## config.mk

```make
export PLATFORM = sky130hd
export DESIGN_NAME = r4_multicycle_ctrl
export DESIGN_NICKNAME = d
export VERILOG_FILES = /design/src/rtl/r4_pkg.sv /design/src/rtl/r4_wait_timer.sv /design/src/rtl/r4_multicycle_ctrl.sv
export SDC_FILE = /design/constraint.sdc
export NUM_CORES = 1
export LEC_CHECK = 0
export ABC_AREA = 1
export CAP_MARGIN = 20
export CORE_ASPECT_RATIO = 1.75
export CORE_UTILIZATION = 50
export CTS_BUF_LIST = sky130_fd_sc_hd__clkbuf_4
export DETAILED_ROUTE_END_ITERATION = 8
export MAX_ROUTING_LAYER = met4
export PLACE_DENSITY = 0.81
export SETUP_SLACK_MARGIN = 0.5
export SYNTH_ARGS = -nofsm -noshare
export SYNTH_HDL_FRONTEND = slang
export SYNTH_SLANG_ARGS = --single-unit
```

## constraint.sdc

```tcl
create_clock -name clk -period 1.94 [get_ports clk]
set_input_delay 0.194 -clock clk [delete_from_list [all_inputs] [get_ports clk]]
set_output_delay 0.194 -clock clk [all_outputs]
set_load 0.01 [all_outputs]
```

## src/rtl/r4_pkg.sv

```systemverilog
// r4_pkg: shared types for the R4 multi-cycle control slice.
//   state_t  - control FSM states (3-bit encoding, value 7 unused)
//   pc_src_t - PC source select presented at commit
//   ctrl_t   - decoder control bits captured in DECODE
//   pcSel    - commit-time PC source priority (jump over taken branch)
package r4_pkg;

    localparam int unsigned ALUOP_W = 4;

    typedef enum logic [2:0] {
        IDLE    = 3'd0,
        FETCH   = 3'd1,
        DECODE  = 3'd2,
        EXECUTE = 3'd3,
        MEM     = 3'd4,
        WB      = 3'd5,
        TRAP    = 3'd6
    } state_t;

    typedef enum logic [1:0] {
        PC_PLUS4  = 2'b00,
        PC_BRANCH = 2'b01,
        PC_JUMP   = 2'b10
    } pc_src_t;

    typedef struct packed {
        logic               memWrite;
        logic               regWrite;
        logic               aluSrc;
        logic [ALUOP_W-1:0] aluOp;
        logic               memToReg;
        logic               branch;
        logic               jump;
    } ctrl_t;

    function automatic pc_src_t pcSel(input logic jump, input logic taken);
        if (jump) begin
            return PC_JUMP;
        end else if (taken) begin
            return PC_BRANCH;
        end
        return PC_PLUS4;
    endfunction

endpackage

```

## src/rtl/r4_wait_timer.sv

```systemverilog
// r4_wait_timer: counts consecutive cycles spent waiting for a memory ready.
//   clk, reset_n - clock / asynchronous active-low reset
//   clear        - zero the count (asserted on every FSM state change)
//   count        - a wait cycle without ready is in progress
//   expired      - current cycle is the last allowed wait cycle; if ready is
//                  still low now, the waiter gives up. Never set when TIMEOUT=0.
module r4_wait_timer #(
    parameter int unsigned TIMEOUT = 0
) (
    input  logic clk,
    input  logic reset_n,
    input  logic clear,
    input  logic count,
    output logic expired
);

    localparam int unsigned CW = (TIMEOUT < 2) ? 1 : $clog2(TIMEOUT);

    logic [CW-1:0] cnt;

    // cnt holds the number of wait cycles already completed, so the
    // TIMEOUT-th consecutive miss is the one seen while cnt == TIMEOUT-1.
    assign expired = (TIMEOUT != 0) && (cnt == CW'(TIMEOUT - 1));

    always_ff @(posedge clk or negedge reset_n) begin
        if (!reset_n) begin
            cnt <= '0;
        end else if (clear) begin
            cnt <= '0;
        end else if (count && (TIMEOUT != 0) && !expired) begin
            cnt <= cnt + CW'(1);
        end
    end

endmodule

```

## src/rtl/r4_multicycle_ctrl.sv

```systemverilog
// r4_multicycle_ctrl: multi-cycle control FSM of the R4 RV32I core.
// Sequences FETCH/DECODE/EXECUTE/MEM/WB around a shared ALU, register file
// and req/ready instruction and data memories.
//   Inputs : clk, reset_n (async active-low), decoder controls (memWrite,
//            regWrite, aluSrc, aluOp, memToReg, branch, jump), ALU zero,
//            imem_ready, dmem_ready.
//   Outputs: imem_req, ir_we, dmem_req, dmem_we, rf_we, rf_wsel, alu_src_o,
//            alu_op_o, pc_we, pc_src, state_o (debug), instret, error.
// All strobes are decoded combinationally from the state and the control
// bits captured in DECODE; pc_we marks the commit cycle of an instruction.
module r4_multicycle_ctrl
    import r4_pkg::*;
#(
    parameter int unsigned CNT_W   = 32,
    parameter int unsigned TIMEOUT = 0
) (
    input  logic               clk,
    input  logic               reset_n,
    input  logic               memWrite,
    input  logic               regWrite,
    input  logic               aluSrc,
    input  logic [ALUOP_W-1:0] aluOp,
    input  logic               memToReg,
    input  logic               branch,
    input  logic               jump,
    input  logic               zero,
    input  logic               imem_ready,
    input  logic               dmem_ready,
    output logic               imem_req,
    output logic               ir_we,
    output logic               dmem_req,
    output logic               dmem_we,
    output logic               rf_we,
    output logic               rf_wsel,
    output logic               alu_src_o,
    output logic [ALUOP_W-1:0] alu_op_o,
    output logic               pc_we,
    output logic [1:0]         pc_src,
    output logic [2:0]         state_o,
    output logic [CNT_W-1:0]   instret,
    output logic               error
);

    state_t  state;
    state_t  nextState;
    ctrl_t   ctrlQ;
    logic    takenQ;
    logic    takenNow;
    logic    commit;
    pc_src_t pcSrcSel;
    logic    waitCount;
    logic    waitExpired;

    r4_wait_timer #(
        .TIMEOUT(TIMEOUT)
    ) u_waitTimer (
        .clk    (clk),
        .reset_n(reset_n),
        .clear  (nextState != state),
        .count  (waitCount),
        .expired(waitExpired)
    );

    assign waitCount = ((state == FETCH) && !imem_ready) ||
                       ((state == MEM)   && !dmem_ready);

    // A plain branch commits in EXECUTE itself, so it must see zero live;
    // instructions committing later use the value sampled in EXECUTE.
    assign takenNow = (state == EXECUTE) ? (ctrlQ.branch & zero) : takenQ;

    always_ff @(posedge clk or negedge reset_n) begin
        if (!reset_n) begin
            state <= IDLE;
        end else begin
            state <= nextState;
        end
    end

    always_ff @(posedge clk or negedge reset_n) begin
        if (!reset_n) begin
            ctrlQ  <= '0;
            takenQ <= 1'b0;
        end else begin
            if (state == DECODE) begin
                ctrlQ.memWrite <= memWrite;
                ctrlQ.regWrite <= regWrite;
                ctrlQ.aluSrc   <= aluSrc;
                ctrlQ.aluOp    <= aluOp;
                ctrlQ.memToReg <= memToReg;
                ctrlQ.branch   <= branch;
                ctrlQ.jump     <= jump;
            end
            if (state == EXECUTE) begin
                takenQ <= ctrlQ.branch & zero;
            end
        end
    end

    always_ff @(posedge clk or negedge reset_n) begin
        if (!reset_n) begin
            instret <= '0;
        end else if (commit) begin
            instret <= instret + CNT_W'(1);
        end
    end

    always_comb begin
        nextState = state;
        imem_req  = 1'b0;
        ir_we     = 1'b0;
        dmem_req  = 1'b0;
        dmem_we   = 1'b0;
        rf_we     = 1'b0;
        rf_wsel   = 1'b0;
        commit    = 1'b0;
        case (state)
            IDLE: begin
                nextState = FETCH;
            end
            FETCH: begin
                imem_req = 1'b1;
                if (imem_ready) begin
                    ir_we     = 1'b1;
                    nextState = DECODE;
                end else if (waitExpired) begin
                    nextState = TRAP;
                end
            end
            DECODE: begin
                nextState = EXECUTE;
            end
            EXECUTE: begin
                if (ctrlQ.memWrite || ctrlQ.memToReg) begin
                    nextState = MEM;
                end else if (ctrlQ.regWrite) begin
                    nextState = WB;
                end else begin
                    commit    = 1'b1;
                    nextState = FETCH;
                end
            end
            MEM: begin
                dmem_req = 1'b1;
                dmem_we  = ctrlQ.memWrite;
                if (dmem_ready) begin
                    if (ctrlQ.memToReg) begin
                        nextState = WB;
                    end else begin
                        commit    = 1'b1;
                        nextState = FETCH;
                    end
                end else if (waitExpired) begin
                    nextState = TRAP;
                end
            end
            WB: begin
                rf_we     = 1'b1;
                rf_wsel   = ctrlQ.memToReg;
                commit    = 1'b1;
                nextState = FETCH;
            end
            TRAP: begin
                nextState = TRAP;
            end
            default: begin
                nextState = TRAP;
            end
        endcase
    end

    always_comb begin
        pcSrcSel = PC_PLUS4;
        if (commit) begin
            pcSrcSel = pcSel(ctrlQ.jump, takenNow);
        end
    end

    assign pc_we     = commit;
    assign pc_src    = pcSrcSel;
    assign alu_src_o = ctrlQ.aluSrc;
    assign alu_op_o  = ctrlQ.aluOp;
    assign state_o   = state;
    assign error     = (state == TRAP);

endmodule
```

# --- Yosys cells after proc, flatten, opt, wreduce, memory -nomap -nowiden ---
# Cells that the tools add are included.
classes:
  add_sub_neg: 1
  eq_ne: 8
  muxes: 26
  n_bitwise: 1
  reduce_logical: 4
ops:
  columns: ["op", "count"]
  rows:
  - ["32-bit by 1-bit adder with 32-bit output, second input constant", 1]
  - ["1-bit two-way mux", 15]
  - ["3-bit two-way mux", 5]
  - ["3-bit one-hot mux with 5 select lines", 1]
  - ["3-bit equality test, second input constant", 3]
  - ["2-bit two-way mux", 4]
  - ["3-bit by 2-bit equality test with 1-bit output, second input constant", 2]
  - ["2-bit != test, second input constant", 2]
  - ["3-bit by 1-bit equality test with 1-bit output, second input constant", 1]
  - ["3-bit zero test", 1]
  - ["1-bit one-hot mux with 3 select lines", 1]
  - ["2-bit AND reduction", 1]
  - ["2-bit OR reduction", 1]
  - ["1-bit bitwise AND", 1]
  - ["1-bit logical OR", 1]
word_totals:
  ff_bits: 46
  inputBits: 15
  output_inout_bits: 50
  wordCells: 50

# --- Logic depth before layout (Yosys ltp) ---
depth:
  word_depth: 7
  mapped_depth: 9
  depth_no_buf: 8

# --- Hierarchy ---
# From an unflattened synthesis, not the netlist that was laid out.
hier_totals:
  hier_cells: 380
  area_unflattened_um2: 2717.6
modules_own_cells:
  columns: ["module", "instances", "cells_per_inst", "area_each_um2", "seq_area_each_um2"]
  rows:
  - ["r4_multicycle_ctrl", 1, 378, 2706.3, 1151.1]
  - ["r4_wait_timer", 1, 2, 11.3, 0.0]

# --- Worst setup path after synthesis ---
# OpenSTA, ideal clock, no wires.
synth_path:
  path_kind: "flip-flop to flip-flop"
  startpoint: "register instret[0]"
  endpoint: "register instret[20]"
  setup_time_ns: 0.126
  t_arrival_ns: 1.346
  t_required_ns: 1.814
  setup_slack_ns: 0.468
  path_stages_with_launch: 8
  n_path_buf: 0
  synth_period_minus_slack_ns: 1.472
  path_cell_list: "dfrtp_1 ha_1 nand2_1 nor2_2 nand3_1 nor2_1 nand2_1 xnor2_1"
synth_via:
  elab_chain_len: 1
synth_lines:
  columns: ["item", "line", "rtl"]
  rows:
  - ["from (decl)", "r4_multicycle_ctrl.sv:40", "output logic [CNT_W-1:0] instret,"]
  - ["from (signal assigned)", "r4_multicycle_ctrl.sv:103", "instret <= instret + CNT_W'(1);"]
  - ["32-bit by 1-bit adder with 32-bit output", "r4_multicycle_ctrl.sv:103", null]
# No other way between the ends.
# A chain may end at the register's enable or synchronous reset.

# --- Worst setup path in the final report ---
layout_path:
  startpoint: "register instret[1]"
  endpoint: "register instret[21]"
# The elaborated chain is that of the path after synthesis.

==> impl_metrics.sql <==
INSERT INTO impl_metrics (metric_group, metric, value, unit) VALUES
('cts', 'htree_levels', '2', ''),
('grt', 'via_count_of_the_first_global_routing_pass', '2605', ''),
('flow_run', 'max-cap-violations', '0', ''),
('hold_path', 'worst_hold_startpoint', 'memWrite', ''),
('layout', 'antenna_cells_inserted', '0', ''),
('floorplan', 'core-area', '0.00471', 'sq mm'),
('sta', 'fin_worst_skew', '0.0213', 'ns'),
('layout', 'final_nets', '455', ''),
('sta', 'finalCriticalPeriod', '1.84', 'ns'),
('floorplan', 'io-pin-count', '65', ''),
('cts', 'root_buffer', 'sky130_fd_sc_hd__clkbuf_4', ''),
('outcome', 'run_status', 'completed', ''),
('power_and_ir_drop', 'powerDensity', '437', 'mW/mm^2'),
('worst_setup_path', 'crit_start', 'instret[1]$_DFFE_PN0P_', ''),
('worst_setup_path', 'worst-path-max-fanout', '4', ''),
('placement', 'post_place_cells', '423', ''),
('placement', 'port_buffers', '64', ''),
('yosys', 'synth_nets', '327', ''),
('yosys', 'synth_largest_type_area_fraction', '0.467', ''),
('sta', 'slew_headroom', '0.610', ''),
('sta', 'finalCritPeriodShare', '0.949', ''),
('cts', 'clockBufferDepth', '2', ''),
('worst_setup_path', 'worst_ep_required_time', '2.21', 'ns'),
('sta', 'grt_setup_unrepaired', 'true', ''),
('yosys', 'ys_warns', '0', ''),
('worst_setup_path', 'critical_path_arrival', '2.12', 'ns'),
('grt', 'antenna_violations_before_repair', '0', ''),
('floorplan', 'die_area', '0.00523', 'sq mm'),
('worst_setup_path', 'setup.worst_path.start_class', 'register', ''),
('yosys', 'seq_area_frac_synth', '0.467', ''),
('worst_setup_path', 'end_kind', 'register', ''),
('yosys', 'synth_area_leader_cell', 'sky130_fd_sc_hd__dfrtp_1', ''),
('hold_path', 'timing.hold.worst.class', 'in2reg', ''),
('yosys', 'post_synthesis_instance_area', '0.00246', 'sq mm'),
('worst_setup_path', 'critical_path_class', 'reg2reg', ''),
('placement', 'dp.final_hpwl', '4370', 'um'),
('yosys', 'ys_ff_latch', '46', ''),
('yosys', 'synth_cell_types', '25', ''),
('cts', 'tritoncts', 'built', ''),
('detailed_routing', 'remaining_drc_errors', '0', ''),
('worst_setup_path', 'worst_r2r_startpoint', 'instret[1]$_DFFE_PN0P_', ''),
('floorplan', 'floorplan.initialDensity', '0.524', ''),
('sta', 'finalHoldViolCount', '0', ''),
('floorplan', 'chipHeight', '94.9', 'um'),
('detailed_routing', 'drt-wirelength-per-cell', '18.8', 'um'),
('cts', 'cts.clk_slew.worst_paths', '0.15', 'ns'),
('detailed_routing', 'route.detailed.vias_per_inst', '5.72', ''),
('grt', 'grt_first_pass_wirelength', '11500', 'um'),
('detailed_routing', 'ant_nets', '0', ''),
('floorplan', 'die_w', '55.1', 'um'),
('power_and_ir_drop', 'power.leakage', '2.14', 'nW'),
('layout', 'syn_to_final_growth', '65.6', '%'),
('layout', 'fillCellCount', '249', ''),
('detailed_routing', 'overall_routed_net_length', '9250', 'um'),
('grt', 'pin_count_of_the_biggest_net_entering_global_routing', '47', ''),
('cts', 'clock_latency', '0.37', 'ns'),
('layout', 'final_layout_size_suffix_gt1_frac', '0.345', ''),
('grt', 'overall_fraction_of_global_route_tracks_in_use', '0.321', ''),
('cts', 'numClockSinks', '46', ''),
('sta', 'setup-violations-final', '0', ''),
('cts', 'cts-buffers-inserted', '5', ''),
('layout', 'final_cell_count_no_fill', '492', ''),
('yosys', 'syn-instance-count', '311', ''),
('power_and_ir_drop', 'vdd.ir_drop.worst', '0.000398', 'V'),
('detailed_routing', 'detail_route.first_pass.iterations', '7', ''),
('sta', 'final_max_slew_viol_count', '0', ''),
('sta', 'fmax', '543', 'MHz'),
('grt', 'grt-ovfl-total', '0', ''),
('layout', 'finish.utilization', '0.867', ''),
('yosys', 'postSynthAreaPerCell', '7.93', 'sq um'),
('detailed_routing', 'dr_total_vias', '2814', ''),
('floorplan', 'row_count', '33', ''),
('yosys', 'synthTopCellsByArea', 'sky130_fd_sc_hd__dfrtp_1 47%, sky130_fd_sc_hd__nand2_1 14%, sky130_fd_sc_hd__nor2_1 6.5%', ''),
('sta', 'tightest_pin_transition', '0.585', 'ns'),
('placement', 'gp_routability_congestion', '0.904', ''),
('detailed_routing', 'drt-initial-drc-count', '140', '');
-- layout make-up --
class                           instances  area [sq um]  area share
Clock buffer                            5          37.5     0.00920
Clock inverter                          3          63.8      0.0156
Inverter                               38           145      0.0356
Multi-Input combinational cell        218          1380       0.338
Sequential cell                        46          1160       0.284
Tap cell                               52          65.1      0.0159
Timing Repair Buffer                  130          1230       0.302
-- registers in the layout, indices dropped and copies added (netlist names) --
signal / count
instret: 32
alu_op_o: 4
ctrlQ: 5
takenQ: 1
alu_src_o: 1
state_o: 3
-- routing by layer --
metal / share of wire / global-route usage
met5: 0 / -
met4: 0.047 / 0.208
met3: 0.070 / 0.0531
met2: 0.54 / 0.547
met1: 0.34 / 0.315
-- through the flow --
stage | setup TNS, ns | hold slack [ns] | worst slack, ns | power, mW | cell area (sq um)
after CTS | 0 | 0.385 | 0.252 | 1.78 | 3700
after floorplan | 0 | -0.102 | 0.509 | 1.01 | 2480
final | 0 | 0.378 | 0.0989 | 1.78 | 4080
after global placement | 0 | 0.312 | 0.0643 | 1.07 | 3140
after detailed placement | 0 | 0.313 | 0.0268 | 1.07 | 3140
after global routing | -0.0324 | 0.407 | -0.0308 | 1.83 | 4080
-- worst max-delay path, stage by stage (launching register included) --
cell and delay (ns):
sky130_fd_sc_hd__dfrtp_1 0.45, sky130_fd_sc_hd__buf_4 0.16, sky130_fd_sc_hd__buf_4 0.11, sky130_fd_sc_hd__nand3_1 0.08, sky130_fd_sc_hd__nor2_1 0.26, sky130_fd_sc_hd__nand3_1 0.21, sky130_fd_sc_hd__nor2_1 0.26, sky130_fd_sc_hd__nand2_1 0.12
sky130_fd_sc_hd__nand2_1 0.08, sky130_fd_sc_hd__nand2_1 0.05
-- Yosys cell counts --
cell type / count
sky130_fd_sc_hd__nand2_1: 90
sky130_fd_sc_hd__nor2_4: 1
sky130_fd_sc_hd__buf_4: 5
sky130_fd_sc_hd__a31oi_1: 1
sky130_fd_sc_hd__xor2_1: 3
sky130_fd_sc_hd__dfrtp_1: 46
sky130_fd_sc_hd__nand3_1: 19
sky130_fd_sc_hd__nand2_4: 1
sky130_fd_sc_hd__and3_1: 1
sky130_fd_sc_hd__inv_1: 35
sky130_fd_sc_hd__mux2_2: 7
sky130_fd_sc_hd__o21ai_0: 6
sky130_fd_sc_hd__xnor2_1: 16
sky130_fd_sc_hd__nor3_1: 4
sky130_fd_sc_hd__buf_2: 1
sky130_fd_sc_hd__a21oi_1: 4
sky130_fd_sc_hd__nor2_1: 43
sky130_fd_sc_hd__nand3b_1: 2
sky130_fd_sc_hd__nor2_2: 4
sky130_fd_sc_hd__inv_2: 3
sky130_fd_sc_hd__ha_1: 1
sky130_fd_sc_hd__nor3_2: 1
sky130_fd_sc_hd__buf_6: 3
sky130_fd_sc_hd__nand4_1: 13
sky130_fd_sc_hd__and2_1: 1
-- report_power, final --
part / leakage, nW / total (mW) / internal (mW) / switching, mW
Combinational: 1.50 / 0.0825 / 0.0434 / 0.0391
Sequential: 0.588 / 0.976 / 0.969 / 0.00695
Clock: 0.0528 / 0.725 / 0.397 / 0.328
-- placed cells by master, fill, tap and decap left out, types with 6 or more instances in the layout --
cell type                         Yosys  final
sky130_fd_sc_hd__inv_2                3      6
sky130_fd_sc_hd__clkdlybuf4s50_1      0     13
sky130_fd_sc_hd__inv_1               35     31
sky130_fd_sc_hd__nor2_1              43     33
sky130_fd_sc_hd__nand2_1             90     72
sky130_fd_sc_hd__buf_4                5     49
sky130_fd_sc_hd__nand3_2              0      6
sky130_fd_sc_hd__nor2_4               1      8
sky130_fd_sc_hd__nand2_4              1     15
sky130_fd_sc_hd__buf_6                3      8
sky130_fd_sc_hd__nand4_1             13     13
sky130_fd_sc_hd__xnor2_1             16     12
sky130_fd_sc_hd__nand3_1             19     11
sky130_fd_sc_hd__dfrtp_1             46     41
sky130_fd_sc_hd__nor2_2               4      7
sky130_fd_sc_hd__dlygate4sd2_1        0     39
sky130_fd_sc_hd__mux2_2               7      7
-- timing repair --
item                       CTS  global route
pin swaps                    6            17
cloned                       1             5
hold endpoints to repair    46             0
gates resized for setup    122            48
setup endpoints to repair   85            46
hold buffers                 1             0
buffers inserted            45             9
-- path summary, 6_finish.rpt --
kind                                                end  slack (ns)  cells past startpoint
worst max-delay path            instret[21]$_DFFE_PN0P_         0.1                      9
worst min-delay path               ctrlQ[9]$_DFFE_PN0P_        0.38                      3
worst max register to register  instret[21]$_DFFE_PN0P_         0.1                      9
worst min register to register    alu_src_o$_DFFE_PN0P_        0.53                      1
max in group asynchronous        state_o[1]$_DFFE_PN0P_        1.09                      3
min in group asynchronous       instret[13]$_DFFE_PN0P_        0.43                      3
-- cells by family after synthesis --
family | Yosys count | share of synthesized area
adders and majority gates | 1 | 0.00508
muxes | 7 | 0.0320
buffers and inverters | 47 | 0.0888
xor gates and xnor gates | 19 | 0.0675
and+or+nand+nor | 180 | 0.317
AOI/OAI and AO/OA | 11 | 0.0228
DFF | 46 | 0.467
(Power assumes the default switching activity.)
